<file path="config.mk">
export PLATFORM = sky130hd
export DESIGN_NAME = axis_byte_serializer
export DESIGN_NICKNAME = d
export VERILOG_FILES = /design/src/rtl/axis_pkg.sv /design/src/rtl/axis_lsb_select.sv /design/src/rtl/axis_byte_serializer.sv
export SDC_FILE = /design/constraint.sdc
export NUM_CORES = 1
export LEC_CHECK = 0
export BUFFER_PORTS_ARGS = -buffer_cell sky130_fd_sc_hd__buf_2
export CAP_MARGIN = 15
export CORE_ASPECT_RATIO = 0.75
export CORE_UTILIZATION = 59
export DETAILED_ROUTE_END_ITERATION = 12
export GPL_ROUTABILITY_DRIVEN = 0
export PLACE_DENSITY = 0.85
export SYNTH_ARGS = -nofsm -noshare
export SYNTH_HDL_FRONTEND = slang
export SYNTH_SLANG_ARGS = --single-unit
</file>
<file path="constraint.sdc">
create_clock -name aclk -period 4.4 [get_ports aclk]
set_input_delay 0.22 -clock aclk [delete_from_list [all_inputs] [get_ports aclk]]
set_output_delay 0.22 -clock aclk [all_outputs]
set_load 0.01 [all_outputs]
</file>
<file path="src/rtl/axis_pkg.sv">
// Shared constants and helpers for the byte serializer.
//   DATA_WIDTH_DEF / LEN_WIDTH_DEF : default beat width and length-counter width
//   KEEP_MAX                       : widest keep mask the helpers accept
//   lsb_index(keep)                : index of the lowest set bit (0 when keep==0)
//   is_onehot(keep)                : exactly one bit set
package axis_pkg;

    localparam int DATA_WIDTH_DEF = 64;
    localparam int LEN_WIDTH_DEF  = 16;
    localparam int KEEP_MAX       = 64;

    // EMPTY: nothing held; SERIALIZE: kept bytes still waiting to leave
    typedef enum logic {
        ST_EMPTY,
        ST_SERIALIZE
    } ser_state_t;

    function automatic int lsb_index(input logic [KEEP_MAX-1:0] keep);
        int idx;
        idx = 0;
        for (int i = KEEP_MAX - 1; i >= 0; i--) begin
            if (keep[i]) idx = i;
        end
        return idx;
    endfunction

    function automatic logic is_onehot(input logic [KEEP_MAX-1:0] keep);
        return (keep != '0) && ((keep & (keep - KEEP_MAX'(1))) == '0);
    endfunction

endpackage

</file>
<file path="src/rtl/axis_lsb_select.sv">
// Combinational priority encoder: picks the lowest set bit of the remaining
// keep mask and the matching byte of the held beat.
//   rem      in  KEEP_WIDTH  remaining kept-byte mask
//   data     in  DATA_WIDTH  held beat
//   idx      out IDX_W       index of lowest set bit of rem (0 when rem==0)
//   sel_byte out 8           byte at that index
module axis_lsb_select
    import axis_pkg::*;
#(
    parameter int DATA_WIDTH = DATA_WIDTH_DEF,
    localparam int KEEP_WIDTH = DATA_WIDTH / 8,
    localparam int IDX_W = (KEEP_WIDTH > 1) ? $clog2(KEEP_WIDTH) : 1
) (
    input  logic [KEEP_WIDTH-1:0] rem,
    input  logic [DATA_WIDTH-1:0] data,
    output logic [IDX_W-1:0]      idx,
    output logic [7:0]            sel_byte
);

    logic [KEEP_WIDTH-1:0][7:0] lanes;

    assign lanes    = data;
    assign idx      = IDX_W'(lsb_index(KEEP_MAX'(rem)));
    assign sel_byte = lanes[idx];

endmodule

</file>
<file path="src/rtl/axis_byte_serializer.sv">
// Breaks DATA_WIDTH-bit AXI-Stream beats into single bytes, dropping null
// (tkeep-clear) bytes, and reports each packet's byte count.
//   aclk, areset         clock, synchronous active-high reset
//   s_axis_*             input beats (tvalid/tready/tdata/tkeep/tlast)
//   m_axis_*             output bytes (tvalid/tready/tdata/tlast)
//   pkt_len/pkt_len_valid  byte count of the packet just closed, one-cycle pulse
//   err_null_last        one-cycle pulse: accepted beat had tlast=1, tkeep=0
module axis_byte_serializer
    import axis_pkg::*;
#(
    parameter int DATA_WIDTH = DATA_WIDTH_DEF,
    parameter int LEN_WIDTH  = LEN_WIDTH_DEF,
    localparam int KEEP_WIDTH = DATA_WIDTH / 8
) (
    input  logic                  aclk,
    input  logic                  areset,
    input  logic                  s_axis_tvalid,
    output logic                  s_axis_tready,
    input  logic [DATA_WIDTH-1:0] s_axis_tdata,
    input  logic [KEEP_WIDTH-1:0] s_axis_tkeep,
    input  logic                  s_axis_tlast,
    output logic                  m_axis_tvalid,
    input  logic                  m_axis_tready,
    output logic [7:0]            m_axis_tdata,
    output logic                  m_axis_tlast,
    output logic [LEN_WIDTH-1:0]  pkt_len,
    output logic                  pkt_len_valid,
    output logic                  err_null_last
);

    localparam int IDX_W = (KEEP_WIDTH > 1) ? $clog2(KEEP_WIDTH) : 1;

    ser_state_t            state;
    logic [KEEP_WIDTH-1:0] rem_q, rem_d;
    logic [DATA_WIDTH-1:0] data_q, data_d;
    logic                  last_q, last_d;
    logic [LEN_WIDTH-1:0]  cnt_q, cnt_d, cnt_inc;
    logic [LEN_WIDTH-1:0]  pkt_len_d;
    logic                  plv_d, err_d;
    logic                  one_left, xfer, accept;
    logic [IDX_W-1:0]      sel_idx;
    logic [7:0]            sel_byte;

    axis_lsb_select #(.DATA_WIDTH(DATA_WIDTH)) u_sel (
        .rem      (rem_q),
        .data     (data_q),
        .idx      (sel_idx),
        .sel_byte (sel_byte)
    );

    always_comb begin
        state     = (rem_q == '0) ? ST_EMPTY : ST_SERIALIZE;
        one_left  = is_onehot(KEEP_MAX'(rem_q));

        m_axis_tvalid = (state == ST_SERIALIZE);
        m_axis_tdata  = m_axis_tvalid ? sel_byte : 8'h00;
        m_axis_tlast  = last_q && one_left;
        xfer          = m_axis_tvalid && m_axis_tready;
        // Ready also while the final held byte leaves, so beats stream with no bubble.
        s_axis_tready = !areset && ((state == ST_EMPTY) || (xfer && one_left));
        accept        = s_axis_tvalid && s_axis_tready;

        cnt_inc   = (cnt_q == '1) ? cnt_q : cnt_q + LEN_WIDTH'(1);

        rem_d     = rem_q;
        data_d    = data_q;
        last_d    = last_q;
        cnt_d     = cnt_q;
        pkt_len_d = pkt_len;
        plv_d     = 1'b0;
        err_d     = 1'b0;

        if (xfer) begin
            rem_d = rem_q & ~(KEEP_WIDTH'(1) << sel_idx);
            cnt_d = cnt_inc;
            if (m_axis_tlast) begin
                pkt_len_d = cnt_inc;
                plv_d     = 1'b1;
                cnt_d     = '0;
            end
        end

        if (accept) begin
            rem_d  = s_axis_tkeep;
            data_d = s_axis_tdata;
            last_d = s_axis_tlast;
            if ((s_axis_tkeep == '0) && s_axis_tlast) begin
                err_d = 1'b1;
                // If a real tlast byte closes a packet on this same edge, the
                // null-last packet is empty and its zero length is not reported.
                if (!plv_d) begin
                    pkt_len_d = cnt_d;
                    plv_d     = 1'b1;
                end
                cnt_d = '0;
            end
        end
    end

    always_ff @(posedge aclk) begin
        if (areset) begin
            rem_q         <= '0;
            data_q        <= '0;
            last_q        <= 1'b0;
            cnt_q         <= '0;
            pkt_len       <= '0;
            pkt_len_valid <= 1'b0;
            err_null_last <= 1'b0;
        end else begin
            rem_q         <= rem_d;
            data_q        <= data_d;
            last_q        <= last_d;
            cnt_q         <= cnt_d;
            pkt_len       <= pkt_len_d;
            pkt_len_valid <= plv_d;
            err_null_last <= err_d;
        end
    end

endmodule

</file>
==> flow_summary.toml, run 1 <==
[grt]
overflow = 0
track_usage_pct = 33.0
grt_pass1_vias = 4712
grt_first_pass_wirelength_um = 23300
grt_max_degree = 75
antenna_found_initial = 0

[layout]
instances_no_fill = 897
areaGrowthSynthToFinish_pct = 15.7
drive_gt1_share_pct = 18.5
nNetsFinal = 862
n_antenna_cell = 0

[clock_network]
clock_path_buffers = 2
cts_resized = 0
numCtsBuffers = 9
cts_sinks = 107
cts_max_level = 3
root_buffer = "clkbuf_16"
cts_setup_buffers = 0
clk_pin_slew_ns = 0.08
cts_hold_buf = 0
cts_tree = "built"
clkLatencyLatePin_ns = 0.36

[power_and_ir_drop]
ir_drop_mv = 0.475
p_leak_nw = 2.67
power_density_nw_per_um2 = 472

[synth]
synth_top_family_by_area = "simple AND/OR/NAND/NOR gates"
synth.area.mux_share_pct = 0
synth_cell_types = 58
synthArstFlopShare_pct = 0
ys_seq_area_share_pct = 41.7
synth_compound_area_share_pct = 14.6
synth_most_common_cell = "nand2_1"
synth_warnings = 0
synth_edf_count = 0
synth-simple-area-share_pct = 37.5
syn-num-nets = 789
synth_flop_cell = "dfxtp_1"
yosys.area.top_type_share_pct = 41.7
synthXorXnorAreaFrac_pct = 0.852
yosysTopAreaCell = "dfxtp_1"
synth_fa_ha_area_share_pct = 0.244
ys_seq_elements = 107
ys_top_cells_by_count = "nand2_1 (234), dfxtp_1 (107), nand3_1 (101)"
synthTopCellsByArea = "dfxtp_1 (42%), nand2_1 (17%), nand3_1 (9.8%)"
synth_area_sq_um = 5140
syn_area_per_cell_sq_um = 7.23
syn_inst = 711

[worst_setup_path]
cp_data_required_time_ns = 4.69
startpoint_type = "register"
timing.rr.start = "rem_q[0]$_SDFFE_PP0P_"
crit_chain = "nor4_4 -> buf_4 -> o2111ai_1 -> o211ai_2 -> inv_1 -> a21oi_2 -> a22oi_1 -> a21oi_1"
cp-end-kind = "register"
cpPeakStageDelay_ns = 0.74
cp.buffers_inverters = 2
slowest_stage = "a21oi_2"
cp.depth = 8
r2r_cells = 8
ff2ff_setup_slack_ns = 1.26
worstPathArrival_ns = 3.43
r2r_end = "pkt_len[15]$_SDFF_PP0_"
path_class = "register to register"
cp_top_family = "compound AO/OA/AOI/OAI gates"
cp_max_fo = 17

[routing]
wl_per_cell_um = 16.7
drc_errors = 0
drt-initial-drc-count = 713
vias_per_cell = 6.15
ant_nets = 0
dr.pass1.iters = 5
routed_wl_um = 15000
route.vias.total = 5518

[worst_hold_path]
hold_depth = 3
hold_path.class = "input pin to register"
min_to = "data_q[53]$_SDFFE_PP0N_"
min_from = "s_axis_tdata[53]"

[placement]
io_buffers = 105
pre_cts_slack_ns = 1.43
dp_cells = 878
dpl.hpwl_um = 10000

[sta]
slew_violations = 0
timing.setup.tns_ns = 0
post-route-min-period_ns = 3.14
fmax_ghz = 0.318
relSlewSlack_pct = 46.9
worst_pin_slew_ns = 0.796
hold_violations = 0
setup_viol = 0
rsz0062_at_grt = "false"
timing.final.crit_share_pct = 71.4
finalClockSkew_ns = 0.00813
fin_ws_ns = 1.26

[status]
outcome = "completed"

[die]
die_y_um = 82.8
start_util_pct = 60.8
core_sq_um = 8450
chipWidth_um = 110
dieArea_sq_um = 9090
rows = 29
ios = 106

[run]
cap_violations = 0
## kinds of logic (layout without fill, tap and decap cells)
family / after synthesis / count (layout)
buffers and inverters: 59 / 137
flip-flops: 107 / 107
XOR/XNOR: 5 / 5
AND/OR/NAND/NOR: 428 / 428
AO/OA/AOI/OAI: 111 / 111
adder cells (fa/ha/maj): 1 / 1
## stage by stage
stage          area [sq um]  util (%)  hold slack [ns]  power (mW)
4_1_cts                5900      69.8           0.0312        2.76
6_report               5940      70.3           0.0318        2.80
2_1_floorplan          5140         -            0.319        1.71
3_3_place_gp           5620      66.4            0.402        1.94
3_5_place_dp           5620      66.4            0.406        1.96
5_1_grt                5940      70.3           0.0397        2.93
## layout make-up
type | count | area [sq um]
Inverter | 7 | 26.3
Timing Repair Buffer | 114 | 612
Fill cell | 705 | 2510
Clock inverter | 7 | 62.6
Tap cell | 108 | 135
Sequential cell | 107 | 2140
Multi-Input combinational cell | 545 | 2740
Clock buffer | 9 | 225
## worst max-delay path by stage
stage | startpoint | endpoint | slack (ns)
6_report | rem_q[0]$_SDFFE_PP0P_ | pkt_len[15]$_SDFF_PP0_ | 1.26
3_5_place_dp | rem_q[0]$_SDFFE_PP0P_ | pkt_len[15]$_SDFF_PP0_ | 1.43
5_1_grt | rem_q[0]$_SDFFE_PP0P_ | pkt_len[15]$_SDFF_PP0_ | 1.07
2_1_floorplan | rem_q[6]$_SDFFE_PP0P_ | m_axis_tdata[6] | 2.00
4_1_cts | rem_q[0]$_SDFFE_PP0P_ | pkt_len[15]$_SDFF_PP0_ | 1.39
3_3_place_gp | rem_q[0]$_SDFFE_PP0P_ | pkt_len[15]$_SDFF_PP0_ | 1.62
## cells in the final DEF (no fill, tap or decap), types with 4 or more instances in the layout
master / count
a21oi_1: 31
inv_6: 5
o21ai_0: 15
nand2_1: 233
nand4_1: 7
dfxtp_1: 107
nor2_1: 36
o22ai_1: 4
nor4_1: 4
buf_4: 7
nor3_1: 8
nand3_1: 101
a31oi_1: 15
o211ai_1: 4
clkbuf_16: 9
a211oi_1: 6
a22oi_1: 6
and3_1: 9
a32o_1: 11
inv_1: 5
buf_2: 105
## sequential cells by signal, summed over array words and instances, names as in the netlist
| signal | flops |
|---|---|
| rem_q | 8 |
| last_q | 1 |
| pkt_len_valid | 1 |
| data_q | 64 |
| err_null_last | 1 |
| cnt_q | 16 |
| pkt_len | 16 |
## report_power, final
part	total, mW	switching (mW)	internal (mW)
sequential	1.17	0.0895	1.08
clock	0.805	0.406	0.399
combinational	0.825	0.543	0.281
total	2.80	1.04	1.76
## routing by layer
metal / track usage, % / wire length [um]
met5: 0 / 0
met4: 9.58 / 338
met3: 10.0 / 1710
met2: 47.5 / 6370
met1: 47.5 / 6550
## worst register-to-register path, delay by kind of cell (launching register included)
| kind | cells | cell delay (ns) |
|---|---|---|
| buffers and inverters | 2 | 0.65 |
| AOI/OAI and AO/OA | 5 | 1.69 |
| and+or+nand+nor | 1 | 0.31 |
| DFF | 1 | 0.44 |
Note: power is estimated with default switching activity, not from simulation.
==> run 2, diff against run 1 <==
--- a/config.mk
+++ b/config.mk
@@ -8,10 +8,10 @@
 export BUFFER_PORTS_ARGS = -buffer_cell sky130_fd_sc_hd__buf_2
 export CAP_MARGIN = 15
 export CORE_ASPECT_RATIO = 0.75
-export CORE_UTILIZATION = 59
+export CORE_UTILIZATION = 55
 export DETAILED_ROUTE_END_ITERATION = 12
 export GPL_ROUTABILITY_DRIVEN = 0
-export PLACE_DENSITY = 0.85
+export PLACE_DENSITY = 0.8
 export SYNTH_ARGS = -nofsm -noshare
 export SYNTH_HDL_FRONTEND = slang
 export SYNTH_SLANG_ARGS = --single-unit
==> constraint.sdc (replaced) <==
create_clock -name aclk -period 3.1 [get_ports aclk]
set_input_delay 0.155 -clock aclk [delete_from_list [all_inputs] [get_ports aclk]]
set_output_delay 0.155 -clock aclk [all_outputs]
set_load 0.01 [all_outputs]
==> run 2 against run 1 <==
Net effect:
- the run now ends with hold timing left
- clock-buffer cell count grew 3
- total power grew 51%
- first-iteration DRC count shrank 2.9%
- sequential cell count is the same
- register-to-register slack lost 1.0 ns
- utilization grew 1.0 points
- critical path type is now register to output pin
- largest power group unchanged
==> flow_summary.toml, run 2 (synthesized netlist as in run 1, its figures left out) <==
[sta]
hold_violations = 2
timing.setup.tns_ns = 0
timing.final.crit_share_pct = 93.7
slew_violations = 0
fin_ws_ns = 0.196
finalClockSkew_ns = 0.00690
fmax_ghz = 0.344
rsz0062_at_grt = "false"
fin_hold_ws_ns = -0.00307
relSlewSlack_pct = 48.6
setup_viol = 0
worst_pin_slew_ns = 0.771
post-route-min-period_ns = 2.90

[die]
core_sq_um = 9050
start_util_pct = 56.8
dieArea_sq_um = 9740
rows = 30
ios = 106
chipWidth_um = 114
die_y_um = 85.7

[layout]
largestRegisters = "data_q: 64 flops, cnt_q: 16 flops, pkt_len: 16 flops"
final_cell_mix = "nand2_1 (233), dfxtp_1 (107), buf_2 (105)"
layout_commonest_cell = "nand2_1"
largest_register_ffs = 64
n_antenna_cell = 0
areaGrowthSynthToFinish_pct = 25.6
fillers = 687
regMostFlops = "data_q"
instances_no_fill = 960
drive_gt1_share_pct = 18.3
fin_area_sq_um = 6450
nNetsFinal = 905
finalCoreUtilization_pct = 71.3

[grt]
overflow = 0
grt_max_degree = 75
grt_first_pass_wirelength_um = 24300
track_usage_pct = 31.6
antenna_found_initial = 0
grt_pass1_vias = 5092

[routing]
wl_per_cell_um = 16.0
route.vias.total = 5665
drc_errors = 0
ant_nets = 0
drt-initial-drc-count = 692
vias_per_cell = 5.90
dr.pass1.iters = 6
routed_wl_um = 15400

[placement]
dp_cells = 907
io_buffers = 105
pre_cts_slack_ns = 0.321
dpl.hpwl_um = 9910
place_area_sq_um = 5720

[worst_setup_path]
path_class = "register to output pin"
startpoint_type = "register"
cp_max_fo = 19
worstPathArrival_ns = 2.75
cp_data_required_time_ns = 2.94
cp-end-kind = "output pin"

[clock_network]
cts_tree = "built"
cts_resized = 0
cts_setup_buffers = 0
cts_sinks = 107
root_buffer = "clkbuf_16"
clock_path_buffers = 2
cts_max_level = 3
numCtsBuffers = 9
clkLatencyLatePin_ns = 0.35
clk_pin_slew_ns = 0.07

[status]
violations = "hold timing"
outcome = "finished, violations left"

[power_and_ir_drop]
total_power_mw = 4.23
power_density_nw_per_um2 = 656
ir_drop_mv = 0.307
p_leak_nw = 2.89

[run]
cap_violations = 0

[worst_hold_path]
hold_path.class = "input pin to register"
run 2: worst paths after layout:
kind,to,slack (ns),from,depth (start not counted)
min reg2reg,data_q[12]$_SDFFE_PP0N_,0.45,data_q[12]$_SDFFE_PP0N_,2
max reg2reg,pkt_len[11]$_SDFF_PP0_,0.26,rem_q[2]$_SDFFE_PP0P_,7
max,m_axis_tdata[0],0.20,rem_q[6]$_SDFFE_PP0P_,9
min,data_q[20]$_SDFFE_PP0N_,-0.003,s_axis_tdata[20],3
run 2: cell type report:
cell class | instances | area (sq um) | share of cell area (%)
Timing Repair Buffer | 157 | 1020 | 15.8
Inverter | 7 | 26.3 | 0.407
Clock buffer | 12 | 267 | 4.13
Tap cell | 128 | 160 | 2.48
Multi-Input combinational cell | 545 | 2740 | 42.5
Clock inverter | 4 | 95.1 | 1.47
Sequential cell | 107 | 2140 | 33.2
run 2: layer usage:
metal	track usage (%)	vias up	part of all wire [%]
met1	44.2	2556	43
met3	8.06	38	11
met5	0	-	0
met4	9.93	0	2.3
li1	-	2687	-
met2	47.9	384	43
run 2: where the power goes:
part	internal, mW	switching [mW]	total [mW]
clock network	0.854	0.500	1.35
logic	0.437	0.784	1.22
registers	1.54	0.119	1.66
run 2: timing repair:
| item | 4_1_cts | 5_1_grt |
|---|---|---|
| hold endpoints to repair | 37 | 0 |
| endpoints found under the setup margin | 0 | 0 |
| hold buffers | 37 | 0 |
run 2: worst max-delay path: stages (launching register included):
cell	delay [ns]
dfxtp_1	0.40
nand2b_1	0.18
a21oi_1	0.28
o21bai_1	0.11
buf_4	0.22
a21o_1	0.43
nand2_1	0.17
nand3_1	0.16
a32o_1	0.31
buf_2	0.15
==> run 3, diff against run 2 <==
--- a/config.mk
+++ b/config.mk
@@ -11,7 +11,7 @@
 export CORE_UTILIZATION = 55
 export DETAILED_ROUTE_END_ITERATION = 12
 export GPL_ROUTABILITY_DRIVEN = 0
-export PLACE_DENSITY = 0.8
+export PLACE_DENSITY = 0.81
 export SYNTH_ARGS = -nofsm -noshare
 export SYNTH_HDL_FRONTEND = slang
 export SYNTH_SLANG_ARGS = --single-unit
==> run 3 against run 2 <==
Net effect:
- the flow now finishes without violations
- first-iteration DRC count down 12%
- sequential share of layout area up 0.18 points
- utilization down 0.39 points
- via count down 0.32%
- largest power group unchanged
==> flow_summary.toml, run 3 (synthesized netlist as in run 1, its figures left out) <==
[sta]
slew_violations = 0
relSlewSlack_pct = 49.7
post-route-min-period_ns = 2.76
hold_violations = 0
setup_viol = 0
timing.setup.tns_ns = 0
fmax_ghz = 0.363
rsz0062_at_grt = "false"
finalClockSkew_ns = 0.00970
timing.final.crit_share_pct = 89.0
worst_pin_slew_ns = 0.755
fin_ws_ns = 0.342

[worst_hold_path]
min_from = "s_axis_tdata[38]"
hold_path.class = "input pin to register"

[worst_setup_path]
cp-end-kind = "register"
cp_top_family = "compound AO/OA/AOI/OAI gates"
slowest_stage = "or4b_1"
worstPathArrival_ns = 3.05
startpoint_type = "register"
timing.rr.start = "rem_q[1]$_SDFFE_PP0P_"
cp_max_fo = 11
cp.buffers_inverters = 0
cpPeakStageDelay_ns = 0.58
path_class = "register to register"
critPathLaunch = "rem_q[1]$_SDFFE_PP0P_"
cp_data_required_time_ns = 3.39
crit_chain = "or4b_1 -> a211o_1 -> o22ai_2 -> nand2_2 -> a21oi_1 -> nor4bb_1 -> a311o_1"

[layout]
fin_area_sq_um = 6420
fillers = 738
nNetsFinal = 906
regMostFlops = "data_q"
drive_gt1_share_pct = 18.0
largestRegisters = "data_q: 64 flops, cnt_q: 16 flops, pkt_len: 16 flops"
layout_commonest_cell = "nand2_1"
final_cell_mix = "nand2_1 (233), dfxtp_1 (107), buf_2 (105)"
areaGrowthSynthToFinish_pct = 24.9
largest_register_ffs = 64
n_antenna_cell = 0
instances_no_fill = 961

[grt]
track_usage_pct = 31.9
grt_max_degree = 74
grt_pass1_vias = 4939
overflow = 0
grt_first_pass_wirelength_um = 24500
antenna_found_initial = 0

[clock_network]
numCtsBuffers = 9
cts_resized = 0
clock_path_buffers = 2
cts_sinks = 107
cts_max_level = 3
clk_pin_slew_ns = 0.07
clkLatencyLatePin_ns = 0.35
root_buffer = "clkbuf_16"
cts_tree = "built"

[die]
chipWidth_um = 114
dieArea_sq_um = 9740
start_util_pct = 56.8
die_y_um = 85.7
ios = 106
core_sq_um = 9050
rows = 30

[routing]
vias_per_cell = 5.88
drt-initial-drc-count = 608
route.vias.total = 5647
wl_per_cell_um = 16.1
drc_errors = 0
dr.pass1.iters = 5
ant_nets = 0
routed_wl_um = 15500

[run]
cap_violations = 0

[placement]
io_buffers = 105
pre_cts_slack_ns = 0.426
dp_cells = 908
dpl.hpwl_um = 10200
place_area_sq_um = 5730

[power_and_ir_drop]
power_density_nw_per_um2 = 643
ir_drop_mv = 0.402
p_leak_nw = 2.87

[status]
outcome = "completed"
==> run 3: cell types whose count changed in the layout (fill, tap and decap cells not counted), sizes merged <==
cell / change
clkinv: -1
inv: +1
clkbuf: +1
buf: +1
bufinv: -1
==> run 3: layout make-up <==
class | instances | area [sq um] | share of cell area, %
clock buffers | 13 | 250 | 3.90
multi-input cells | 545 | 2740 | 42.7
inverters | 7 | 26.3 | 0.409
repair buffers | 158 | 1030 | 16.0
well taps | 128 | 160 | 2.50
clock inverters | 3 | 68.8 | 1.07
flip-flops and latches | 107 | 2140 | 33.4
==> run 3: worst min-delay path, cell delays in order <==
cell and delay (ns):
buf_2 0.08, nand2_1 0.04, nand2_1 0.04
==> run 3: power breakdown <==
| part | switching [mW] | internal [mW] | total, mW |
|---|---|---|---|
| logic | 0.779 | 0.437 | 1.22 |
| clock network | 0.508 | 0.735 | 1.24 |
| registers | 0.126 | 1.54 | 1.67 |
==> run 3: repair_timing <==
item                       CTS  global route
hold buffers                36             1
hold endpoints to repair    36             1
buffers inserted             0             0
setup endpoints to repair    0             0
==> run 3: final timing paths <==
| kind | endpoint | slack [ns] | cells after the start |
|---|---|---|---|
| worst min register to register | data_q[38]$_SDFFE_PP0N_ | 0.46 | 2 |
| worst min-delay path | data_q[38]$_SDFFE_PP0N_ | 0.0005 | 3 |
| worst max-delay path | pkt_len[11]$_SDFF_PP0_ | 0.34 | 7 |
| worst max register to register | pkt_len[11]$_SDFF_PP0_ | 0.34 | 7 |
==> run 3: per-stage QoR <==
step                utilization (%)  power [mW]  hold WS, ns
floorplan                         -        2.42        0.254
global placement               63.3        2.79        0.338
detailed placement             63.3        2.83        0.343
CTS                            70.8        4.09      0.00160
global route                   70.9        4.31      0.00559
finish                         70.9        4.12     0.000545
==> run 3: per-layer routing <==
layer / track usage, % / part of all wire (%)
met4: 11.2 / 2.5
met1: 45.2 / 44
met5: 0 / 0
met2: 48.0 / 43
met3: 6.93 / 10
